### config.mk
export PLATFORM = sky130hd
export DESIGN_NAME = pin_collision_scanner
export DESIGN_NICKNAME = d
export VERILOG_FILES = /design/src/rtl/pin_collision_scanner.sv
export SDC_FILE = /design/constraint.sdc
export NUM_CORES = 1
export LEC_CHECK = 0
export BUFFER_PORTS_ARGS = -buffer_cell sky130_fd_sc_hd__buf_2
export CAP_MARGIN = 0
export CORE_MARGIN = 5
export CORE_UTILIZATION = 61
export CTS_CLUSTER_SIZE = 16
export DETAILED_ROUTE_END_ITERATION = 16
export PLACE_DENSITY = 0.87
export SLEW_MARGIN = 10
export SYNTH_ARGS = -nofsm -noshare
export SYNTH_HDL_FRONTEND = slang
export SYNTH_SLANG_ARGS = --single-unit
### constraint.sdc
create_clock -name clk_in -period 8.85 [get_ports clk_in]
set_input_delay 0.4425 -clock clk_in [delete_from_list [all_inputs] [get_ports clk_in]]
set_output_delay 0.4425 -clock clk_in [all_outputs]
set_load 0.005 [all_outputs]
### src/rtl/pin_collision_scanner.sv
// Scans the 10-pin rack against sampled ball positions, one pin per cycle.
// It knocks down hit pins and reports the end of each roll.
module pin_collision_scanner #(
  parameter int PIN_BASE_X   = 700,
  parameter int PIN_CENTER_Y = 200,
  parameter int ROW_DX       = 40,
  parameter int HALF_DY      = 20,
  parameter int HIT_RADIUS   = 12
) (
  input  logic        clk_in,
  input  logic        rst_in,
  input  logic [10:0] ball_x,
  input  logic [9:0]  ball_y,
  input  logic        check_collision,
  input  logic        done,
  input  logic        new_frame,
  output logic [9:0]  pins_standing,
  output logic [3:0]  pins_down_count,
  output logic        hit_valid,
  output logic [3:0]  hit_index,
  output logic        busy,
  output logic        result_valid
);

  typedef enum logic [1:0] {IDLE, SCAN, REPORT} state_t;

  localparam logic signed [11:0] RAD = 12'(HIT_RADIUS);

  state_t       state, state_next;
  logic [10:0]  snap_x;
  logic [9:0]   snap_y;
  logic         snap_valid;
  logic         report_pending;
  logic         done_d;
  logic [3:0]   idx;

  logic         done_edge;
  logic         capture;
  logic         pin_hit;
  logic [11:0]  cur_px;
  logic [11:0]  cur_py;
  logic signed [11:0] dx;
  logic signed [11:0] dy;

  // Rack order: row 0 = {0}, row 1 = {1,2}, row 2 = {3,4,5}, row 3 = {6..9}.
  function automatic int row_of(input logic [3:0] k);
    if (k == 4'd0)      return 0;
    else if (k < 4'd3)  return 1;
    else if (k < 4'd6)  return 2;
    else                return 3;
  endfunction

  function automatic logic [11:0] pin_x_of(input logic [3:0] k);
    return 12'(PIN_BASE_X + row_of(k) * ROW_DX);
  endfunction

  function automatic logic [11:0] pin_y_of(input logic [3:0] k);
    int r;
    int s;
    r = row_of(k);
    s = int'(k) - (r * (r + 1)) / 2;
    return 12'(PIN_CENTER_Y + (2 * s - r) * HALF_DY);
  endfunction

  always_ff @(posedge clk_in) begin
    if (rst_in) state <= IDLE;
    else        state <= state_next;
  end

  always_comb begin
    state_next = state;
    if (new_frame) begin
      state_next = IDLE;
    end else begin
      case (state)
        IDLE:    if (done_edge) state_next = REPORT;
                 else if (capture) state_next = SCAN;
        SCAN:    if (idx == 4'd9) state_next = (report_pending || done_edge) ? REPORT : IDLE;
        REPORT:  state_next = IDLE;
        default: state_next = IDLE;
      endcase
    end
  end

  always_comb begin
    done_edge = done && !done_d;
    capture   = check_collision && (!snap_valid || ball_x != snap_x || ball_y != snap_y);
    cur_px    = pin_x_of(idx);
    cur_py    = pin_y_of(idx);
    dx        = $signed({1'b0, snap_x}) - $signed(cur_px);
    dy        = $signed({2'b00, snap_y}) - $signed(cur_py);
    pin_hit   = (state == SCAN) && pins_standing[idx]
                && (dx <= RAD) && (dx >= -RAD) && (dy <= RAD) && (dy >= -RAD);
  end

  always_ff @(posedge clk_in) begin
    if (rst_in) begin
      pins_standing   <= '1;
      pins_down_count <= '0;
      hit_valid       <= 1'b0;
      hit_index       <= '0;
      busy            <= 1'b0;
      result_valid    <= 1'b0;
      snap_x          <= '0;
      snap_y          <= '0;
      snap_valid      <= 1'b0;
      report_pending  <= 1'b0;
      done_d          <= 1'b0;
      idx             <= '0;
    end else begin
      done_d       <= done;
      hit_valid    <= 1'b0;
      result_valid <= 1'b0;
      if (new_frame) begin
        pins_standing   <= '1;
        pins_down_count <= '0;
        busy            <= 1'b0;
        snap_valid      <= 1'b0;
        report_pending  <= 1'b0;
      end else begin
        case (state)
          IDLE: begin
            if (!done_edge && capture) begin
              snap_x     <= ball_x;
              snap_y     <= ball_y;
              snap_valid <= 1'b1;
              idx        <= '0;
              busy       <= 1'b1;
            end
          end
          SCAN: begin
            if (pin_hit) begin
              pins_standing[idx] <= 1'b0;
              pins_down_count    <= pins_down_count + 4'd1;
              hit_valid          <= 1'b1;
              hit_index          <= idx;
            end
            if (done_edge) report_pending <= 1'b1;
            if (idx == 4'd9) busy <= 1'b0;
            else             idx  <= idx + 4'd1;
          end
          REPORT: begin
            result_valid   <= 1'b1;
            report_pending <= 1'b0;
            snap_valid     <= 1'b0;
          end
          default: ;
        endcase
      end
    end
  end

endmodule

### After elaboration in Yosys (flattened, before gate mapping)

Cells that the tools add are included.

* register bits after elaboration: 51
* output and inout port bits: 21
* word-level logic and storage cells: 102

* add/subtract/negate cells: 10
* $mul: 3
* magnitude comparators: 8
* equal/unequal tests: 10
* muxes and demuxes: 23
* bitwise gates (word level): 5
* reduce and logical (&&, ||, !) cells: 30

Operators with widths (count)
* adder 32 x 2 -> 32 bit, second input constant: 1
* multiplier 3 x 32 -> 32 bit: 1
* multiplier 32 x 4 -> 10 bit, second input constant: 1
* subtractor 32 bit: 1
* adder 31 x 1 -> 31 bit: 1
* subtractor 5 x 31 -> 31 bit: 1
* >= comparator 12 x 5 -> 1 bit, second input constant: 2
* less-or-equal comparator 12 x 5 -> 1 bit, second input constant: 2
* adder 11 x 12 -> 12 bit, first input constant: 1
* adder 9 x 12 -> 12 bit, first input constant: 1
* 2-to-1 mux 2 bit: 6
* subtractor 11 x 12 -> 12 bit: 1
* subtractor 12 bit: 1
* inequality test 11 bit: 1
* AND 10 bit: 1
* inequality test 10 bit: 1
* inverter 10 bit: 1
* logical AND 1 bit: 9
* AND reduction 3 bit: 3
* adder 4 x 1 -> 4 bit, second input constant: 2
* 2-to-1 mux 1 bit: 8
* 2-to-1 mux 4 bit: 2
* inequality test 2 bit, second input constant: 4
* one-hot mux 4 bit (2 select lines): 1
* 24 further kinds: 36

### Logic depth before layout (Yosys ltp)

* depth after elaboration: 17
* depth in mapped cells: 35

### Worst setup path after synthesis

Ideal clock, no wire load.

* path type: flip-flop to flip-flop
* start: reg idx[1]
* end: reg pins_down_count[2]
* setup time: 71 ps
* arrival time: 7451 ps
* path slack: 1328 ps
* stages on the path, launching flop included: 30
* path buffers: 2
* clock period less this slack: 7522 ps
* cell sequence: dfxtp_1 -> buf_2 -> inv_1 -> ha_1 -> o21ai_0 -> ha_1 -> inv_1 -> ha_1 -> ha_1 -> or2_2 -> fa_1 -> xor2_1 -> xnor2_1 -> nor2_1 -> xor2_1 -> ha_1 -> inv_1 -> fa_1 -> xor2_1 -> ha_1 -> ha_1 -> or4_1 -> o22a_1 -> xnor2_1 -> or3b_2 -> a2111o_1 -> mux2_4 -> buf_6 -> or3_1 -> a21oi_1

* longest elaborated chain between the ends: 17

Ends and longest elaborated chain
* start, declared: line 35 `logic [3:0] idx;`
* start signal, assigned: line 140 `else idx <= idx + 4'd1;`
* < comparator 4 x 3 -> 1 bit: line 49 `else if (k < 4'd6) return 2;`
* 2-to-1 mux 1 bit: line 49
* 2-to-1 mux 2 bit: line 48 `else if (k < 4'd3) return 1;`
* 2-to-1 mux 2 bit: line 47 `if (k == 4'd0) return 0;`
* adder 32 x 2 -> 32 bit: line 61 `s = int'(k) - (r * (r + 1)) / 2;`
* multiplier 3 x 32 -> 32 bit: line 61
* AND 1 bit (no source line)
* adder 31 x 1 -> 31 bit (no source line)
* subtractor 5 x 31 -> 31 bit: line 61
* subtractor 32 bit: line 62 `return 12'(PIN_CENTER_Y + (2 * s - r) * HALF_DY);`
* multiplier 32 x 4 -> 10 bit: line 62
* adder 9 x 12 -> 12 bit: line 62
* subtractor 11 x 12 -> 12 bit: line 91 `dy = $signed({2'b00, snap_y}) - $signed(cur_py);`
* less-or-equal comparator 12 x 5 -> 1 bit: line 93 `&& (dx <= RAD) && (dx >= -RAD) && (dy <= RAD) && (dy >= -RAD);`
* logical AND 1 bit: line 93
* logical AND 1 bit (*): line 93
* AND reduction 2 bit (no source line) (*)
* end signal, assigned: line 134 `pins_down_count <= pins_down_count + 4'd1;`
* end, declared: line 18 `output logic [3:0] pins_down_count,`

Mark *: on every way between the ends. The rest lies on a longest branch, timed or not. The select of a mux whose other input is x is not followed.
A chain may end at the register's enable or synchronous reset.

### Worst setup path after layout

* start: reg idx[1]
* end: reg pins_down_count[3]

The elaborated chain is that of the path after synthesis.

==> run metrics <==
Clock power frac 15.7%; Unique masters post-synth 73; hold buffer count at cts 0; internal power 522.5 uW; clock root cell clkbuf_8; Slew Limit Headroom 53.23%; postcts setup bufs 0; max incr delay on CP 0.61 ns; Sum Neg Setup Slack 0 ns; startpoint class of the critical path flop; share of cells above drive strength 1 12.56%; period utilization 91.40%; Final Net Count 700; Clock Latency Late Sink 0.32 ns; top cell type's share of synthesized area 21.99%; Setup crit end pins_down_count[3]; cell taking the most area after synthesis dfxtp_1; Critical Path AT 8.34 ns; Die ar. 0.009455 mm^2; Crit path depth 29; r2r worst-path depth 29; Peak Freq 123.6 MHz; DRT Pass-1 Iters 8; Total Routing Usage GR 23.57%; Worst VDD drop 0.1191 mV; GP Congestion 0.9566; finished layout cell area 0.005006 mm^2; Slew Viols, Final 0; clock buffer depth 2; total CTS buffers 5; switching pwr 408.3 uW; sequential cell area 0.001021 mm^2; DR iter-0 viols 221; Synth warnings 0; unrepaired setup endpoints after global routing false; Max Clock Skew 0.01023 ns; Slew @ Worst Pin 0.6839 ns; Yosys reg bits 51; final hold vios 0; Resized cells post-CTS 0; dpl hpwl 8896 um; Synth async-reset ratio 0%; Post-Syn Area per Cell 8.017 um^2; ys flop type dfxtp_1; routed length per placed instance 15.82 um; initial antenna violation count 0; Final WS setup 0.7608 ns; crit path launch idx[1]; switching part of the total power 43.86%; ANT cells 0; grt ovf 0; total power 930.8 uW; CP max FO 12; Fill cells 603; via count 4279; CTS Sinks 51; number of global-route vias before repair 4161; via-per-instance ratio 6.010; Final Routed Wirelength 11260 um; die width 97.24 um; Critical Path RT 9.10 ns; RR Startpoint idx[1]; drt drc 0; Crit path max-delay family adder cells; Synth top cells by count nor2_1 (77), ha_1 (59), dfxtp_1 (51); r2r endpoint pins_down_count[3]; Reg clk slew, reported paths 0.10 ns; area of the multi-input gates 0.003334 mm^2; setup violators final 0; max-cap violations 0; main area contributors after synthesis dfxtp_1 (22%), ha_1 (16%), nor2_1 (6.2%); Seq/Total Area, Yosys 21.99%; placed standard-cell area 0.004908 mm^2; leakage 2.222 nW; Post-synth EDFFs 0; crit path time final 8.089 ns; Initial Util 63.32%; class of the most critical setup path flop to flop; Comb power frac 58.3%; largest net degree at the start of global routing 34; Crit path buffers/inverters 4; first-pass GRT wire length 19050 um; antenna-violating nets left 0; Area Overhead vs Synth 7.844%; Die Ht 97.24 um; Rows 31; Cells after Synth 579; Hold Path Class input pin to flop; run status completed; TritonCTS clock tree built; CP dominant cell by count ha_1; Place WS 0.8475 ns; Worst setup EP type flop; H-tree levels 2; pwr/cell area 185.9 mW/mm^2; Ports 47; Post-Syn Area 0.004642 mm^2; syn nets 667; flop2flop setup slack 0.76 ns; number of buffers added on ports 46; Flop pwr share 26.0%; most numerous cell in the Yosys netlist nor2_1; core footprint 0.007331 mm^2; CP max-delay cell dfxtp_1
-- registers in the layout (all words and copies together), names as in the netlist, 2 cells and up --
name and cells:
idx 4, state 2, snap_y 10, hit_index 4, snap_x 11, pins_standing 10
pins_down_count 4
-- power by group through the flow --
stage,clock (mW),combinational (mW),sequential [mW]
global route,0.161,0.604,0.243
floorplan,0,0.418,0.244
finish,0.146,0.543,0.242
global placement,0,0.499,0.247
CTS,0.150,0.531,0.242
detailed placement,0,0.525,0.247
-- area by class of cell --
type | instances | share of cell area (%)
well taps | 99 | 2.474
multi-input cells | 459 | 66.61
flip-flops and latches | 51 | 20.39
repair buffers | 50 | 5.199
clock buffers | 5 | 1.375
inverters | 45 | 3.374
clock inverters | 3 | 0.5749
-- worst min path at each step --
stage / to / start / depth (start not counted)
after floorplan: pins_standing[9] / pins_standing[9] / 2
after global placement: hit_index[2] / hit_index[2] / 2
after detailed placement: hit_index[2] / hit_index[2] / 2
after CTS: done_d / done / 2
after global routing: done_d / done / 2
final: done_d / done / 2
-- layer usage --
metal  global-route usage (%)  routed length (um)
met4                    6.177                 213
met2                    40.29                5409
met5                        0                   0
met1                    31.27                5002
met3                    3.159                 636
-- logic make-up (layout without fill, tap and decap cells) --
group | Yosys count | in the layout | synth area share [%]
buf+inv | 69 | 103 | 6.280
compound gates | 136 | 136 | 19.49
flops | 51 | 51 | 21.99
simple gates | 195 | 195 | 21.46
other cells | 1 | 1 | 0.08078
xor+xnor | 47 | 47 | 9.164
mux | 18 | 18 | 4.339
fa+ha+maj | 62 | 62 | 17.20
-- cells in the final DEF (no fill, tap or decap), types with 10 or more instances in the layout --
master / netlist / layout
nor2_1: 77 / 77
buf_2: 8 / 46
a21oi_1: 39 / 39
nand2_1: 19 / 19
dfxtp_1: 51 / 51
o21ai_0: 28 / 28
xor2_1: 33 / 33
mux2i_1: 13 / 13
nor3_1: 15 / 14
ha_1: 59 / 59
nor2b_1: 10 / 10
inv_1: 44 / 44
nand3_1: 13 / 13
xnor2_1: 13 / 13
nor4_1: 11 / 11
-- stage by stage --
stage | hold WS, ns | std cells | utilization, %
3_5_place_dp | 0.4679 | 704 | 66.96
2_1_floorplan | 0.4655 | 579 | -
6_report | 0.3481 | 712 | 68.29
4_1_cts | 0.3531 | 712 | 68.29
5_1_grt | 0.3408 | 712 | 68.29
3_3_place_gp | 0.4643 | 704 | 66.96
Note: power is estimated with default switching activity, not from simulation.
